==> src/rtl/pdh_cmd_master.sv <==
// pdh_cmd_master: fabric-side initiator for the pdh_core GPIO command word.
// Takes a command on a valid/ready request port, presents cmd/data with strobe
// low, raises strobe, waits for the callback echo (or a fixed hold for
// non-echo commands), drops strobe and returns the callback plus a status.
// Optional feature: define PDH_CMD_MASTER_TIMEOUT_EN to bound the echo wait
// by TIMEOUT_CYCLES; without it the echo wait is unbounded.
//
// state  | meaning
// IDLE   | ready for a request, strobe low
// SETUP  | cmd/data presented with strobe low
// STROBE | strobe high, waiting for echo or hold time
// CLEAR  | strobe low, waiting for echo to clear or setup time
// RESP   | response valid, waiting for rsp_ready_i
module pdh_cmd_master #(
  parameter int          SETUP_CYCLES   = 4,
  parameter int          HOLD_CYCLES    = 4,
  parameter logic [15:0] ECHO_CMD_MASK  = 16'h0002,
  parameter int          TIMEOUT_CYCLES = 1024
) (
  input  logic        clk,
  input  logic        rst,
  input  logic        req_valid_i,
  output logic        req_ready_o,
  input  logic [3:0]  req_cmd_i,
  input  logic [25:0] req_data_i,
  output logic        rsp_valid_o,
  input  logic        rsp_ready_i,
  output logic [31:0] rsp_cb_o,
  output logic [1:0]  rsp_status_o,
  input  logic        core_rst_i,
  output logic [31:0] gpio_to_core_o,
  input  logic [31:0] gpio_from_core_i,
  output logic        busy_o
);

  localparam int MAX_SH  = (SETUP_CYCLES > HOLD_CYCLES) ? SETUP_CYCLES : HOLD_CYCLES;
  localparam int MAX_CYC = (MAX_SH > TIMEOUT_CYCLES) ? MAX_SH : TIMEOUT_CYCLES;
  localparam int CW      = $clog2(MAX_CYC + 1);

  localparam logic [CW-1:0] SETUP_LOAD   = CW'(SETUP_CYCLES - 1);
  localparam logic [CW-1:0] HOLD_LOAD    = CW'(HOLD_CYCLES - 1);
  localparam logic [CW-1:0] TIMEOUT_LOAD = CW'(TIMEOUT_CYCLES - 1);

  localparam logic [1:0] ST_OK_ECHO   = 2'b00;
  localparam logic [1:0] ST_OK_NOECHO = 2'b01;
  localparam logic [1:0] ST_TIMEOUT   = 2'b10;
  localparam logic [1:0] ST_ABORTED   = 2'b11;

  typedef enum logic [2:0] {
    S_IDLE   = 3'd0,
    S_SETUP  = 3'd1,
    S_STROBE = 3'd2,
    S_CLEAR  = 3'd3,
    S_RESP   = 3'd4
  } state_t;

  state_t        state;
  logic [CW-1:0] cnt;
  logic          echo_q;
  logic          echo_seen;

  // The core reflects the latched command with its strobe echo bit set
  assign echo_seen = (gpio_from_core_i[31:28] == gpio_to_core_o[29:26]) && gpio_from_core_i[27];

  // Command sequencing FSM; every output is registered here
  always_ff @(posedge clk) begin
    if (rst) begin
      state          <= S_IDLE;
      cnt            <= '0;
      echo_q         <= 1'b0;
      gpio_to_core_o <= '0;
      rsp_valid_o    <= 1'b0;
      rsp_cb_o       <= '0;
      rsp_status_o   <= ST_OK_ECHO;
      req_ready_o    <= 1'b0;
      busy_o         <= 1'b0;
    end else begin
      gpio_to_core_o[31] <= core_rst_i;
      if (core_rst_i && (state == S_SETUP || state == S_STROBE || state == S_CLEAR)) begin
        // Core being reset under us: abandon the command and report it
        gpio_to_core_o[30] <= 1'b0;
        rsp_cb_o           <= gpio_from_core_i;
        rsp_status_o       <= ST_ABORTED;
        rsp_valid_o        <= 1'b1;
        state              <= S_RESP;
      end else begin
        case (state)
          S_IDLE: begin
            if (req_valid_i && req_ready_o) begin
              gpio_to_core_o[30]    <= 1'b0;
              gpio_to_core_o[29:26] <= req_cmd_i;
              gpio_to_core_o[25:0]  <= req_data_i;
              echo_q                <= ECHO_CMD_MASK[req_cmd_i];
              cnt                   <= SETUP_LOAD;
              req_ready_o           <= 1'b0;
              busy_o                <= 1'b1;
              state                 <= S_SETUP;
            end else begin
              req_ready_o <= !core_rst_i;
            end
          end
          S_SETUP: begin
            if (cnt == '0) begin
              gpio_to_core_o[30] <= 1'b1;
              cnt                <= echo_q ? TIMEOUT_LOAD : HOLD_LOAD;
              state              <= S_STROBE;
            end else begin
              cnt <= cnt - CW'(1);
            end
          end
          S_STROBE: begin
            if (echo_q) begin
              if (echo_seen) begin
                rsp_cb_o           <= gpio_from_core_i;
                gpio_to_core_o[30] <= 1'b0;
                cnt                <= TIMEOUT_LOAD;
                state              <= S_CLEAR;
              end
`ifdef PDH_CMD_MASTER_TIMEOUT_EN
              else if (cnt == '0) begin
                gpio_to_core_o[30] <= 1'b0;
                rsp_cb_o           <= gpio_from_core_i;
                rsp_status_o       <= ST_TIMEOUT;
                rsp_valid_o        <= 1'b1;
                state              <= S_RESP;
              end
`endif
              else if (cnt != '0) begin
                cnt <= cnt - CW'(1);
              end
            end else if (cnt == '0) begin
              rsp_cb_o           <= gpio_from_core_i;
              gpio_to_core_o[30] <= 1'b0;
              cnt                <= SETUP_LOAD;
              state              <= S_CLEAR;
            end else begin
              cnt <= cnt - CW'(1);
            end
          end
          S_CLEAR: begin
            if (echo_q) begin
              if (!gpio_from_core_i[27]) begin
                rsp_status_o <= ST_OK_ECHO;
                rsp_valid_o  <= 1'b1;
                state        <= S_RESP;
              end
`ifdef PDH_CMD_MASTER_TIMEOUT_EN
              else if (cnt == '0) begin
                rsp_cb_o     <= gpio_from_core_i;
                rsp_status_o <= ST_TIMEOUT;
                rsp_valid_o  <= 1'b1;
                state        <= S_RESP;
              end
`endif
              else if (cnt != '0) begin
                cnt <= cnt - CW'(1);
              end
            end else if (cnt == '0) begin
              rsp_status_o <= ST_OK_NOECHO;
              rsp_valid_o  <= 1'b1;
              state        <= S_RESP;
            end else begin
              cnt <= cnt - CW'(1);
            end
          end
          S_RESP: begin
            if (rsp_valid_o && rsp_ready_i) begin
              rsp_valid_o <= 1'b0;
              busy_o      <= 1'b0;
              req_ready_o <= !core_rst_i;
              state       <= S_IDLE;
            end
          end
          default: begin
            state <= S_IDLE;
          end
        endcase
      end
    end
  end

endmodule
==> config.mk <==
export PLATFORM = sky130hd
export DESIGN_NAME = pdh_cmd_master
export DESIGN_NICKNAME = d
export VERILOG_FILES = /design/src/rtl/pdh_cmd_master.sv
export SDC_FILE = /design/constraint.sdc
export NUM_CORES = 1
export LEC_CHECK = 0
export CORE_AREA = 2 2 91 93
export CTS_BUF_LIST = sky130_fd_sc_hd__clkbuf_4 sky130_fd_sc_hd__clkbuf_8
export CTS_CLUSTER_SIZE = 8
export DETAILED_ROUTE_END_ITERATION = 8
export DIE_AREA = 0 0 93 95
export PLACE_DENSITY = 0.95
export SLEW_MARGIN = 10
export SYNTH_ARGS = -nofsm -noshare
export SYNTH_HDL_FRONTEND = slang
export SYNTH_SLANG_ARGS = --single-unit
export TNS_END_PERCENT = 100
==> constraint.sdc <==
create_clock -name clk -period 5.9 [get_ports clk]
set_input_delay 0.59 -clock clk [delete_from_list [all_inputs] [get_ports clk]]
set_output_delay 0.59 -clock clk [all_outputs]
set_load 0.02 [all_outputs]
# After elaboration in Yosys (flattened, before gate mapping)
# Memories as Yosys holds them, arrays and structs flattened. A register that Yosys moved wholly into a read port is not among the register bits.
# Index checks and enable logic that the tools add are counted.
# totals
register_bits	83
latch_bits	0
ramBits	0
romBits	16
output_inout_bits	69
memories	1
# memory_table
name	words	width	rd	rd_ports_with_merged_regs	wr	line	text
(name not given)	16	1	1	1	0	93	echo_q <= ECHO_CMD_MASK[req_cmd_i];
# op_classes
n_addsub	1
n_mul	0
div_mod_pow	0
n_lt_le_gt_ge	0
n_eq_ne	23
n_shift	0
muxes	48
bitwise_logic	1
n_reduce_logical	28
# ops
cell	n
32-bit two-way mux	5
11-bit two-way mux	9
11-bit case mux with 4 select lines	1
31-bit two-way mux	1
3-bit two-way mux	10
3-bit inequality test (second input constant)	6
3-bit case mux with 5 select lines	1
7-bit AND reduction	2
3-bit AND reduction	4
11-bit logical NOT	1
1-bit two-way mux	11
11-bit nonzero test	1
11-bit by 1-bit subtractor with 11-bit output (second input constant)	1
10-bit two-way mux	1
2-bit two-way mux	5
5-bit AND reduction	2
3-bit by 2-bit inequality test with 1-bit output (second input constant)	3
3-bit nonzero test	3
4-bit by 2-bit inequality test with 1-bit output (second input constant)	2
4-bit by 3-bit inequality test with 1-bit output (second input constant)	2
4-bit AND reduction	2
3-bit by 2-bit == test with 1-bit output (second input constant)	2
3-bit by 1-bit inequality test with 1-bit output (second input constant)	2
1-bit case mux with 2 select lines	3
other kinds (14)	21

# Logic depth before layout (Yosys ltp)
# Gate-level depths: netlist of the first run.
# depth
depth_word	6
ltp_mapped	12
ltp_nobuf	10

# Least setup slack after synthesis of the first run
# Ideal clock, no wire load.
# synth_timing
kind	reg-to-reg
startpoint	register cnt[0]
endpoint	register cnt[0]
setup_ns	0.129
arrival_ns	2.436
slack_ns	3.336
stages_incl_launch_ff	13
path_buffers	2
path_cell_list	dfxtp_1 -> inv_1 -> ha_1 -> or4b_1 -> buf_2 -> or3_4 -> buf_6 -> ha_1 -> nand2_1 -> a31oi_1 -> nand2b_1 -> o2111ai_1 -> o31ai_1
# synth_between
elab_chain_cells	5
elab_cells_between_ends	14
# synth_rtl
element	line	text
from (decl)	58	logic [CW-1:0] cnt;
from (signal assigned)	105	cnt <= echo_q ? TIMEOUT_LOAD : HOLD_LOAD;
from (signal assigned)	108	cnt <= cnt - CW'(1);
from (signal assigned)	129	cnt <= cnt - CW'(1);
11-bit by 1-bit subtractor with 11-bit output or 11-bit nonzero test (tied branches)	n/a	
11-bit two-way mux	128, 155	
11-bit two-way mux (on tied branches)	142, 113	
11-bit two-way mux (on tied branches)	141, 112	
11-bit case mux with 4 select lines	87	case (state)
# Several ways; a longest one is shown, not always the timed one. The select of a mux whose other input is x is not followed.
# A chain may end at the register's enable or synchronous reset.

# Worst setup path after layout of the first run
# layout_timing
startpoint	input port gpio_from_core_i[31]
endpoint	register rsp_cb_o[7]
# layout_between
elab_chain_cells	4
# layout_rtl
element	line	text
from (decl)	32	input logic [31:0] gpio_from_core_i,
4-bit == test	63	assign echo_seen = (gpio_from_core_i[31:28] == gpio_to_core_o[29:26]) && gpio_from_core_i[27];
1-bit logical AND	63	
3-bit by 1-bit inequality test with 1-bit output (no source line)	n/a	
3-bit AND reduction (no source line)	n/a	
to (signal assigned)	82	rsp_cb_o <= gpio_from_core_i;
to (signal assigned)	114	rsp_cb_o <= gpio_from_core_i;
to (signal assigned)	132	rsp_cb_o <= gpio_from_core_i;
to (decl)	28	output logic [31:0] rsp_cb_o,
# Every way passes these cells.

==> metrics.txt, run 1 <==
CTS Buffer Depth=2; Worst-Skew Late Latency=0.37 ns; HP Class=flip-flop to flip-flop; status=completed; synth unique cells=61; Final Hold Vio Count=0; largest net degree at the start of global routing=69; total grt overflow=0; Pre-Repair DR Iteration Count=5; DR vias/cell=5.59; Synth warnings=0; maximum vdd drop=0.186 mV; Hold Path Depth=2; RR Startpoint=cnt[0]; crit-path max cell delay=1.07 ns; IO Count=136; vias in the first global route=3779; Worst Hold End=gpio_to_core_o[15]; vias=3950; Synth Register Bits=84; Reg clk slew, reported paths=0.10 ns; commonest register cell after synthesis=dfxtp_1; layout cells sized above 1=5.49%; DRT Wirelength=11000 um; first-pass GRT wire length=17100 um; placed cells=690; initial antenna violation count=0; top cells by count, synth=145 x nand2_1, 84 x dfxtp_1, 46 x a21oi_1; CP required=6.13 ns; Reg2Reg Depth=8; row count=33; Post-DP HPWL=7570 um; Slew Limit Fails=0; Area contributors post-synth=dfxtp_1 43%, nand2_1 14%, mux2i_1 8.4%; # clock sinks=84; Slowest cell on crit path=nor4_1; most common cell in the synthesized netlist=nand2_1; crit path buf inv count=2; Final nets=665; Post-synth EDFFs=0; Die ar.=8840 um^2; clock skew=0.0156 ns; Synth Instances=484; RePlAce Congestion=0.932; GRT Resource Usage Total=24.1%; fillers=599; Async S/R FF share, synth=0%; RR Endpoint=rsp_cb_o[7]; largest fanout on the critical path=32; Final min period=3.13 ns; Total Power=1780 uW; fin cells=706; critical path startpoint category=input pin; synthesized area=3940 um^2; CTS resizes=0; cts hold-fix bufs=0; CTS buffer count=9; CP Class=input pin to flip-flop; H-Tree Depth=3; Antenna diodes=0; Die Wd=93 um; wire length per cell=15.6 um; CTS tree=built; WP data arrival=3.36 ns; Final setup viols=0; synthesized area per cell=8.14 um^2; post-route ant nets=0; Slew HR=13.0%; FMAX=319 MHz; core box area=7930 um^2; initial core utilization=49.7%; Worst-Margin Slew=1.29 ns; root buffer cell=clkbuf_8; Power Dens Cells=325 nW/um^2; Max-cap violations=0; setup bufs post-CTS=0; die height=95 um; RSZ-0062 raised after global routing=no; Syn Nets=553; hold_sp=gpio_to_core_o[15]; iteration-0 DRC count of the detailed router=231; DRC Markers=0; Top delay family on crit path=simple AND/OR/NAND/NOR gates; worst hold margin=0.461 ns; share of the synthesized area in the top cell type=42.7%; Tcrit/Tclk final=53.1%; leak pwr=0.00215 uW; dominant cell type by area after synthesis=dfxtp_1; register-to-register setup slack=2.99 ns; Seq/Total Area, Yosys=42.7%; TNS Setup=0 ns; CP Cell Sequence=clkdlybuf4s50_1 > xor2_1 > nor4_1 > and3_1 > a31oi_4 > buf_4 > mux2i_1; area grow syn2layout=38.9%; Port Buffers=135; crit end category=flip-flop
stage by stage:
step           worst slack [ns]  util (%)  instance area (um^2)
4_1_cts                    2.83      69.0                  5470
3_3_place_gp               2.63      66.5                  5270
6_report                   2.77      69.0                  5470
2_1_floorplan              3.34         -                  3940
5_1_grt                    2.73      69.0                  5470
3_5_place_dp               2.51      66.5                  5270
sequential cells by signal, indices dropped and copies added (netlist names):
| signal | count |
|---|---|
| gpio_to_core_o | 32 |
| rsp_cb_o | 32 |
| cnt | 11 |
| state | 3 |
| rsp_status_o | 2 |
| busy_o | 1 |
| echo_q | 1 |
| req_ready_o | 1 |
| rsp_valid_o | 1 |
worst reg2reg max path, stage by stage, from the launching register on:
cell and delay (ns):
dfxtp_1 0.39, inv_1 0.11, ha_1 0.23, or4b_1 0.63, or3_4 0.53, o31ai_4 0.30, a31oi_4 0.05, buf_4 0.34
mux2i_1 0.21
kinds of logic (layout without fill, tap and decap cells):
family / count (synthesis) / in the layout / share of synthesized area, %
multiplexers: 34 / 34 / 8.67
XOR/XNOR: 7 / 7 / 1.56
AND/OR/NAND/NOR: 212 / 212 / 23.9
AO/OA/AOI/OAI: 101 / 101 / 17.4
buffers and inverters: 44 / 161 / 5.08
adder cells (fa/ha/maj): 2 / 2 / 0.635
flip-flops: 84 / 84 / 42.7
final cells by class:
type                       instances  area, um^2  area share [%]
timing repair buffer             138        1370            25.0
clock inverter                     7        76.3            1.40
clock buffer                       9         124            2.26
tap                              105         131            2.40
multi-input combinational        356        2060            37.7
inverter                           7        26.3           0.480
sequential                        84        1680            30.7
cells in the final DEF (no fill, tap or decap), types with 4 or more instances in the layout:
master             n
xor2_1             6
o21ai_0            9
o2bb2ai_1          7
inv_1              6
dfxtp_1           84
nor2b_1            4
nand2_1          145
nor4_1             6
a21oi_1           46
nand3_1            9
nor2_1            13
clkdlybuf4s50_1  134
mux2i_1           33
clkbuf_8           9
nor3_1            10
power by group:
| group | switching, uW | leakage (uW) | total (uW) | internal, uW |
|---|---|---|---|---|
| clock network | 250 | 0.000103 | 418 | 168 |
| logic | 352 | 0.00136 | 649 | 298 |
| registers | 69.1 | 0.000681 | 711 | 642 |
per-layer routing:
layer | vias up | part of all wire [%] | track usage, %
met4 | 0 | 1.2 | 8.46
met3 | 16 | 8.4 | 7.50
met2 | 170 | 50 | 42.6
met1 | 1863 | 40 | 27.6
met5 | - | 0 | 0
li1 | 1901 | - | -
how the worst max path moves through the flow:
stage	from	to	slack, ns	cells past startpoint
global route	gpio_from_core_i[31]	rsp_cb_o[7]	2.73	7
global placement	gpio_from_core_i[31]	rsp_cb_o[9]	2.63	7
finish	gpio_from_core_i[31]	rsp_cb_o[7]	2.77	7
CTS	gpio_from_core_i[31]	rsp_cb_o[7]	2.83	7
detailed placement	gpio_from_core_i[31]	rsp_cb_o[7]	2.51	7
floorplan	cnt[0]	cnt[0]	3.34	12
(Power assumes the default switching activity.)
==> run 2: changes to the inputs <==
CORE_AREA = 2 2 100 102   (was 2 2 91 93)
DIE_AREA = 0 0 102 104   (was 0 0 93 95)
PLACE_DENSITY = 0.85   (was 0.95)
clock period = 2.53 ns   (was 5.9 ns; I/O delays follow)
==> run 2 against run 1 <==
Against the previous run:
- via count grew 0.66%
- cell count grew 7.9%
- sequential power up 130%
- clock skew is 0.0019 ns lower
- highest routed layer unchanged
- largest cell class unchanged
- combinational power rose to 2.7 times the previous value
==> metrics.txt, run 2 (synthesis results as in run 1) <==
status=completed; worst slack at placement=0.0285 ns; Pre-Repair DR Iteration Count=4; area grow syn2layout=46.9%; worst hold margin=0.441 ns; Final Hold Vio Count=0; placed cells=742; DRT Wirelength=11300 um; IO Count=136; Hold Path Depth=3; H-Tree Depth=3; DR vias/cell=5.22; FMAX=409 MHz; fin cells=762; crit end category=flip-flop; Final Cell Area=5780 um^2; CTS Buffer Depth=2; Slew Limit Fails=0; CTS tree=built; CP Cell Sequence=inv_4 > ha_4 > or4b_4 > or3_4 > ha_1 > nand2_1 > a31oi_1 > nand2b_1 > o2111ai_1 > o31ai_1; Clk pwr share=24.8%; fillers=838; Final WS setup=0.0851 ns; largest net degree at the start of global routing=46; die height=104 um; Top delay family on crit path=simple AND/OR/NAND/NOR gates; Max-cap violations=0; largest fanout on the critical path=5; switching part of the total power=34.8%; crit-path max cell delay=0.47 ns; Antenna diodes=0; Seq pwr share=36.5%; Power Dens Cells=773 nW/um^2; first-pass GRT wire length=18300 um; initial core utilization=41.2%; wire length per cell=14.8 um; DP Area=5510 um^2; # clock sinks=84; iteration-0 DRC count of the detailed router=265; GRT Resource Usage Total=21.3%; commonest non-fill, non-tap cell in the layout=nand2_1; Die Wd=102 um; Slew HR=66.3%; post-layout util=60.6%; cell depth of the worst setup path=10; CTS buffer count=9; Final min period=2.44 ns; Slowest cell on crit path=or4b_4; DRC Markers=0; maximum vdd drop=0.451 mV; critical path startpoint category=flip-flop; core box area=9550 um^2; crit path buf inv count=1; Comb pwr share=38.7%; Final nets=693; total grt overflow=0; Reg2Reg Depth=10; leak pwr=0.00231 uW; root buffer cell=clkbuf_8; layout cells sized above 1=10.7%; HP Class=input pin to flip-flop; Switching Power=1560 uW; Tcrit/Tclk final=96.6%; most frequent cells in the layout=145 x nand2_1, 134 x clkdlybuf4s50_1, 82 x dfxtp_1; vias in the first global route=3908; vias=3976; post-route ant nets=0; clock skew=0.0137 ns; top flop regs=gpio_to_core_o x32, rsp_cb_o x32, cnt x11; Worst-Margin Slew=0.504 ns; Die ar.=10600 um^2; Final setup viols=0; CP required=2.78 ns; RePlAce Congestion=0.888; CP Class=flip-flop to flip-flop; Worst-Skew Late Latency=0.36 ns; row count=36; Internal Pwr Total=2910 uW; Post-DP HPWL=8150 um; cts hold-fix bufs=0; WP data arrival=2.70 ns; initial antenna violation count=0; Reg clk slew, reported paths=0.09 ns; Port Buffers=135
-- run 2: cell types whose count changed in the layout (fill, tap and decap cells not counted), moves of 2 or more --
cell / change
clkinv_4: -2
dfxtp_1: -2
dfxtp_4: +2
inv_1: -2
bufinv_16: +2
buf_4: +27
-- run 2: through the flow --
step	TNS [ns]	power (uW)
detailed placement	0	3300
global route	-0.00957	4700
CTS	0	4460
global placement	0	3260
finish	0	4470
floorplan	0	2660
-- run 2: metal layers --
metal	share of wire, %	GRT usage (%)
met3	9.3	7.19
met1	41	25.1
met5	0	0
met4	1.3	6.38
met2	49	36.2
-- run 2: worst min-delay path: stages --
cell	delay, ns
clkdlybuf4s50_1	0.40
nand2_1	0.06
a21oi_1	0.05
-- run 2: timing repair --
item                                    CTS  global route
cloned                                    0             0
gates resized for setup                   0             6
setup buffers                             3             1
endpoints found under the setup margin    1            33
pin swaps                                 1             3
-- run 2: cell type report --
cell class              instances  area [um^2]  area share (%)
inverters                       7         28.8           0.498
well taps                     133          166            2.88
clock inverters                 7          105            1.82
repair buffers                166         1590            27.5
multi-input cells             356         2080            35.9
flip-flops and latches         84         1690            29.2
clock buffers                   9          124            2.14
-- run 2: path summary, 6_finish.rpt --
check | end | start | slack (ns)
hold reg to reg | gpio_to_core_o[5] | gpio_to_core_o[5] | 0.46
setup reg to reg | cnt[0] | cnt[0] | 0.09
setup / recovery | cnt[0] | cnt[0] | 0.09
hold / removal | gpio_to_core_o[17] | req_data_i[17] | 0.44
-- run 2: power by group through the flow --
stage | logic [uW] | registers [uW] | clock network (uW)
finish | 1730 | 1630 | 1110
global route | 1860 | 1650 | 1190
CTS | 1690 | 1620 | 1140
detailed placement | 1650 | 1650 | 0
global placement | 1620 | 1640 | 0
floorplan | 845 | 1810 | 0
